`src/rtl/mlp_weight_reader.sv`:
```
`default_nettype none
// ============================================================================
// Module      : mlp_weight_reader
// Description : Burst reader for an MLP weight memory. On a start request it
//               walks the memory from base_addr for count words (wrapping
//               modulo 2^ADDR_WIDTH) and streams them out through a 2-entry
//               valid/ready FIFO, flagging the final word with out_last and
//               pulsing done once the last word has been handed off.
// Ports       : clk, rst (sync, active-low)
//               start, base_addr, count        - burst request
//               mem_addr, mem_req, mem_rd_data - weight memory (async read)
//               out_data, out_valid, out_ready, out_last - output stream
//               busy, done                     - status
// Revision    : 1.0 - initial release
// ============================================================================
module mlp_weight_reader #(
    parameter int ADDR_WIDTH = 2,
    parameter int DATA_WIDTH = 16
) (
    input  logic                  clk,
    input  logic                  rst,
    input  logic                  start,
    input  logic [ADDR_WIDTH-1:0] base_addr,
    input  logic [ADDR_WIDTH:0]   count,
    output logic [ADDR_WIDTH-1:0] mem_addr,
    output logic                  mem_req,
    input  logic [DATA_WIDTH-1:0] mem_rd_data,
    output logic [DATA_WIDTH-1:0] out_data,
    output logic                  out_valid,
    input  logic                  out_ready,
    output logic                  out_last,
    output logic                  busy,
    output logic                  done
);

    localparam int CW = ADDR_WIDTH + 1;

    localparam logic [1:0] S_IDLE  = 2'd0;
    localparam logic [1:0] S_FETCH = 2'd1;
    localparam logic [1:0] S_DRAIN = 2'd2;

    logic [1:0]            state_q, state_d;
    logic [ADDR_WIDTH-1:0] addr_q, addr_d;
    logic                  req_q, req_d;
    logic [CW-1:0]         rem_q, rem_d;      // words still to be fetched
    logic                  busy_q, busy_d;
    logic                  done_q, done_d;
    logic [1:0]            occ_q, occ_d;      // FIFO occupancy, 0..2
    logic                  wr_ptr_q, wr_ptr_d;
    logic                  rd_ptr_q, rd_ptr_d;
    logic [DATA_WIDTH-1:0] fifo_data_q [2];
    logic                  fifo_last_q [2];

    logic w_pop;
    logic w_push;

    assign w_pop  = (occ_q != 2'd0) && out_ready;
    // A full FIFO may still accept a word when a beat frees a slot this cycle,
    // which is what keeps the stream at one word per cycle.
    assign w_push = (state_q == S_FETCH) && (rem_q != '0) &&
                    ((occ_q != 2'd2) || w_pop);

    always_comb begin
        state_d  = state_q;
        addr_d   = addr_q;
        req_d    = req_q;
        rem_d    = rem_q;
        busy_d   = busy_q;
        done_d   = 1'b0;
        wr_ptr_d = wr_ptr_q ^ w_push;
        rd_ptr_d = rd_ptr_q ^ w_pop;
        occ_d    = occ_q;

        case ({w_push, w_pop})
            2'b10:   occ_d = occ_q + 2'd1;
            2'b01:   occ_d = occ_q - 2'd1;
            default: occ_d = occ_q;
        endcase

        case (state_q)
            S_IDLE: begin
                if (start) begin
                    if (count != '0) begin
                        state_d = S_FETCH;
                        addr_d  = base_addr;
                        req_d   = 1'b1;
                        busy_d  = 1'b1;
                        rem_d   = count;
                    end else begin
                        // Empty burst: nothing to stream, just acknowledge.
                        done_d = 1'b1;
                    end
                end
            end
            S_FETCH: begin
                if (w_push) begin
                    addr_d = addr_q + ADDR_WIDTH'(1);
                    rem_d  = rem_q - CW'(1);
                    if (rem_q == CW'(1)) begin
                        req_d   = 1'b0;
                        state_d = S_DRAIN;
                    end
                end
            end
            S_DRAIN: begin
                // All words are captured; the burst ends when the final
                // remaining FIFO entry is handed off.
                if (w_pop && (occ_q == 2'd1)) begin
                    state_d = S_IDLE;
                    busy_d  = 1'b0;
                    done_d  = 1'b1;
                end
            end
            default: begin
                state_d = S_IDLE;
                req_d   = 1'b0;
                busy_d  = 1'b0;
            end
        endcase
    end

    always_ff @(posedge clk) begin
        if (!rst) begin
            state_q        <= S_IDLE;
            addr_q         <= '0;
            req_q          <= 1'b0;
            rem_q          <= '0;
            busy_q         <= 1'b0;
            done_q         <= 1'b0;
            occ_q          <= 2'd0;
            wr_ptr_q       <= 1'b0;
            rd_ptr_q       <= 1'b0;
            fifo_data_q[0] <= '0;
            fifo_data_q[1] <= '0;
            fifo_last_q[0] <= 1'b0;
            fifo_last_q[1] <= 1'b0;
        end else begin
            state_q  <= state_d;
            addr_q   <= addr_d;
            req_q    <= req_d;
            rem_q    <= rem_d;
            busy_q   <= busy_d;
            done_q   <= done_d;
            occ_q    <= occ_d;
            wr_ptr_q <= wr_ptr_d;
            rd_ptr_q <= rd_ptr_d;
            if (w_push) begin
                fifo_data_q[wr_ptr_q] <= mem_rd_data;
                fifo_last_q[wr_ptr_q] <= (rem_q == CW'(1));
            end
        end
    end

    assign mem_addr  = addr_q;
    assign mem_req   = req_q;
    assign out_valid = (occ_q != 2'd0);
    assign out_data  = fifo_data_q[rd_ptr_q];
    // Stale entries keep their last flag, so qualify it with valid.
    assign out_last  = out_valid && fifo_last_q[rd_ptr_q];
    assign busy      = busy_q;
    assign done      = done_q;

endmodule
`default_nettype wire

```
`config.mk`:
```
export PLATFORM = sky130hd
export DESIGN_NAME = mlp_weight_reader
export DESIGN_NICKNAME = d
export VERILOG_FILES = /design/src/rtl/mlp_weight_reader.sv
export SDC_FILE = /design/constraint.sdc
export NUM_CORES = 1
export LEC_CHECK = 0
export CAP_MARGIN = 10
export CORE_MARGIN = 1.5
export CORE_UTILIZATION = 52
export CTS_CLUSTER_SIZE = 8
export DETAILED_ROUTE_END_ITERATION = 12
export GPL_ROUTABILITY_DRIVEN = 0
export PLACE_DENSITY = 0.81
export SYNTH_ARGS = -nofsm -noshare
export SYNTH_HDL_FRONTEND = slang
export SYNTH_SLANG_ARGS = --single-unit
```
`constraint.sdc`:
```
create_clock -name clk -period 6.1 [get_ports clk]
set_input_delay 1.22 -clock clk [delete_from_list [all_inputs] [get_ports clk]]
set_output_delay 1.22 -clock clk [all_outputs]
set_load 0.02 [all_outputs]
```
# Yosys cells after proc, flatten, opt, wreduce, memory -nomap -nowiden
# Memory sizes are Yosys's and may differ from the RTL's. A register that Yosys moved wholly into a read port is not among the register bits.
# Index checks and enable logic that the tools add are counted.
# word_totals
register_bits	14
latch_bits	0
ramBits	34
rom_bits	0
memories	2
# memory_table
name	words	width	read_ports	rd_clocked_by_memory_dff	wr	line_no	text
fifo_data_q	2	16	1	1	2	51	logic [DATA_WIDTH-1:0] fifo_data_q [2];
fifo_last_q	2	1	1	1	2	52	logic fifo_last_q [2];
# classes
n_addsub	4
n_mul	0
div	0
n_lt_le_gt_ge	0
n_eq_ne	12
n_shift	0
n_mux	38
n_bitwise	4
n_reduce_logical	18
# ops
op	n
2-to-1 mux 1 bit	19
2-to-1 mux 16 bit	1
2-to-1 mux 2 bit	8
OR reduction 16 bit	1
!= test 2 bit, second input constant	5
AND reduction 5 bit	2
2-to-1 mux 3 bit	3
one-hot mux 2 bit (2 select lines)	2
AND reduction 4 bit	2
equality test 2 x 1 -> 1 bit, second input constant	3
one-hot mux 1 bit (3 select lines)	2
one-hot mux 2 bit (3 select lines)	1
one-hot mux 3 bit (2 select lines)	1
nonzero test 2 bit	3
nonzero test 3 bit	2
logical AND 1 bit	5
adder 2 x 1 -> 2 bit, second input constant	2
equality test 2 bit, second input constant	2
equality test 3 x 1 -> 1 bit, second input constant	1
subtractor 3 x 1 -> 3 bit, second input constant	1
logical NOT 2 bit	1
!= test 2 x 1 -> 1 bit, second input constant	1
NOT 1 bit	2
one-hot mux 1 bit (2 select lines)	1
other kinds (4)	5

# Longest topological paths before layout
# logic_depth
depth_word	9
mapped_depth	10

# Worst setup path before layout
# OpenSTA, ideal clock, no wires.
# synth_path
path_type	input to register
start	input port out_ready
end	memory fifo_data_q[0][0] (enable)
setup_ns	0.411
arrival_ns	3.138
slack_ns	2.551
stages	5
cell_sequence	nand2b_1 > a211oi_4 > inv_2 > buf_4 > o21ai_0
# synth_rtl
element	line_no	text
from (decl)	30	input logic out_ready,
to (decl)	51	

==> out/results.ini <==
[drt]
drc = 0
firstDrtPassIters = 4
wl_per_cell_um = 15.3
ant_nets = 0
num_vias = 1557
vias_per_cell = 5.46
drtIter0Drc = 87
finalWirelength_um = 4360

[setup_path]
path_cells = clkdlybuf4s50_1 -> nand2b_1 -> a211oi_4 -> and3_1 -> nand2b_1
crit_top_cell = nand2b_1
cp_slowest_stage_delay_ns = 0.67
crit_path_end_kind = flop
reg2reg_to = fifo_data_q[1][11]$_SDFFCE_PN0P_
worstPathBufferInverterCount = 1
cp_slowest_cell = nand2b_1
critPathRequiredTime_ns = 6.03
r2r_setup_slack_ns = 3.14
arrival_ns = 3.50
critical_path.top_delay_family = simple AND/OR/NAND/NOR gates
path_max_fanout = 18
reg2reg_from = occ_q[0]$_SDFFE_PN0P_
r2r_cells = 6
critPathKind = input port to flop
start_kind = input port

[timing]
rsz0062_at_grt = no
clock_skew_ns = 0.00463
worst_pin_slew_ns = 0.766
setup_viol = 0
tns_ns = 0
drv_slew = 0
min_period_over_period = 0.585
max_freq_mhz = 280
slew-limit-headroom = 0.489
hold_viol_final = 0
period_minus_slack_ns = 3.57

[layout]
antenna_cells = 0
layout-drive-gt1-share = 0.129
area_growth_syn_to_layout_pct = 24.9
fillers = 335
fin_nets = 264

[min_path]
hp-class = flop to flop
worstHoldStart = fifo_last_q[1]$_DFF_P_
min_to = fifo_last_q[1]$_DFF_P_
hold_depth = 2

[floorplanning]
die_width_um = 69.8
core_area_um2 = 4320
die_y_um = 69.8
die_area_um2 = 4870
fp-row-count = 24
pin_count = 48
initial_utilization = 0.536

[pwr]
irDropWorstVdd_mv = 0.148
p_sw_mw = 0.280
p_comb_frac = 0.319
total_power_mw = 0.949
switching_share = 0.295
intPower_mw = 0.670
seqPwrFrac = 0.449
p_leak_nw = 1.09
p_clk_frac = 0.233
power_density_nw_per_um2 = 328

[global_route]
grtUsageTotal = 0.190
grt_overflow = 0
grt_max_degree = 19
grt_pass1_vias = 1546
antenna_found_initial = 0
grt_pass1_wl_um = 7250

[clock_tree]
cts.path.max_buffers = 2
cts_buffers = 5
clk-insertion-delay-late_ns = 0.29
post-cts-setup-buffer-count = 0
cts.repair.resized = 0
cts_sinks = 49
cts_tree = yes
cts_hold_buf = 0
clk_pin_slew_ns = 0.08
h-tree-depth = 2
cts-root-buf = clkbuf_8

[status]
status = complete, no violations

[synth]
synth_area_um2 = 2320
synth_edf_count = 32
synth_compound_area_frac = 0.0950
synth_xor_area_frac = 0.0151
synthCells = 187
async_flop_share = 0
yosys.area_share.simple = 0.157
ys.flop_type = edfxtp_1
synth_fa_ha_area_frac = 0.0378
yosys.cell_types.count = 39
yosys_warnings = 0
ys_seq_area_frac = 0.562
synth_nets = 219
muxShareOfSynthArea = 0.0864
synth_top_family_by_area = simple AND/OR/NAND/NOR gates
ys_ff_latch = 49
syn_area_per_cell_um2 = 12.4

[place]
dp_hpwl_um = 3100
portBuffers = 47

[job]
maxCapViolCount = 0

## how the worst max path moves through the flow
stage	start	to	slack, ns	cells past startpoint
floorplan	out_ready	fifo_data_q[0][0]$_SDFFCE_PN0P_	2.55	5
global placement	out_ready	fifo_data_q[1][3]$_SDFFCE_PN0P_	2.30	5
detailed placement	out_ready	fifo_data_q[1][1]$_SDFFCE_PN0P_	2.24	5
CTS	out_ready	fifo_data_q[1][14]$_SDFFCE_PN0P_	2.55	5
global route	out_ready	fifo_data_q[1][12]$_SDFFCE_PN0P_	2.37	5
finish	out_ready	fifo_data_q[1][11]$_SDFFCE_PN0P_	2.53	5
## metrics by stage
step / instance area (um2) / util / setup WS [ns] / instances / hold slack, ns
floorplan: 2320 / - / 2.55 / 187 / 0.444
global placement: 2790 / 0.645 / 2.30 / 277 / 0.453
detailed placement: 2790 / 0.645 / 2.24 / 277 / 0.469
CTS: 2900 / 0.670 / 2.55 / 285 / 0.481
global route: 2900 / 0.670 / 2.37 / 285 / 0.503
finish: 2900 / 0.670 / 2.53 / 285 / 0.481
## power groups by stage
stage | registers, mW | clock network (mW) | logic (mW)
finish | 0.426 | 0.221 | 0.302
global route | 0.433 | 0.240 | 0.327
detailed placement | 0.434 | 0 | 0.302
CTS | 0.427 | 0.225 | 0.304
global placement | 0.433 | 0 | 0.297
floorplan | 0.416 | 0 | 0.205
## worst reg2reg max path: stages (launching register included)
cell and delay (ns):
dfxtp_1 0.38, inv_1 0.08, ha_1 0.23, nand2b_1 0.20
a211oi_4 0.47, and3_1 0.58, nand2b_1 0.67
## cells by family after synthesis
group / count (synthesis)
simple gates: 58
compound gates: 31
fa+ha+maj: 7
xor+xnor: 4
flops: 49
buf+inv: 20
mux: 18
## registers in the layout, indices dropped and copies added (netlist names), 2 cells and up, named ones only
signal	flops
fifo_data_q	32
rem_q	3
fifo_last_q	2
mem_addr	2
occ_q	2
state_q	2
## cell usage in the layout, fill, tap and decap left out, types with 2 or more instances in the layout
cell             instances
dfxtp_1                 17
nand2b_1                 3
edfxtp_1                32
o22ai_1                  4
clkdlybuf4s50_1         47
a31o_2                   2
xnor2_1                  2
nor2b_1                  3
a211oi_1                 4
ha_1                     7
xor2_1                   2
a21oi_1                  7
mux2_2                  16
nor4bb_1                 2
inv_1                    9
and2_1                  32
o21ai_0                  4
mux2i_1                  2
a221oi_1                 2
clkbuf_8                 5
nand2_1                  3
nor2_1                   7
nor3_1                   2
## metal layers
layer	vias up	routed length, um	GRT usage
met5	-	0	0
met4	0	44	0.0662
met3	6	193	0.0451
met2	49	2220	0.319
met1	745	1900	0.240
li1	757	-	-
## cells in the mapped netlist, types with 2 or more instances
| cell type | count | area share |
|---|---|---|
| and2_1 | 32 | 0.086 |
| edfxtp_1 | 32 | 0.41 |
| dfxtp_1 | 17 | 0.15 |
| mux2_2 | 16 | 0.078 |
| inv_1 | 9 | 0.015 |
| a21oi_1 | 7 | 0.015 |
| ha_1 | 7 | 0.038 |
| nor2_1 | 7 | 0.011 |
| o21ai_0 | 5 | 0.011 |
| a211oi_1 | 4 | 0.013 |
| o22ai_1 | 4 | 0.011 |
| buf_4 | 3 | 0.0097 |
| buf_6 | 3 | 0.015 |
| clkbuf_1 | 3 | 0.0049 |
| nand2_1 | 3 | 0.0049 |
| nand2b_1 | 3 | 0.0081 |
| nor2b_1 | 3 | 0.0081 |
| a221oi_1 | 2 | 0.0076 |
| a31o_2 | 2 | 0.0076 |
| mux2i_1 | 2 | 0.0086 |
| nor3_1 | 2 | 0.0043 |
| nor4bb_1 | 2 | 0.0086 |
| xnor2_1 | 2 | 0.0076 |
| xor2_1 | 2 | 0.0076 |
## final cells by class
cell class,instances,area [um2],area share
clock buffer,6,72.6,0.0251
multi-input combinational,118,907,0.313
timing repair buffer,48,478,0.165
clock inverter,2,33.8,0.0117
inverter,10,37.5,0.0130
tap,52,65.1,0.0225
sequential,49,1300,0.449
Power figures use the tool's default switching activity.
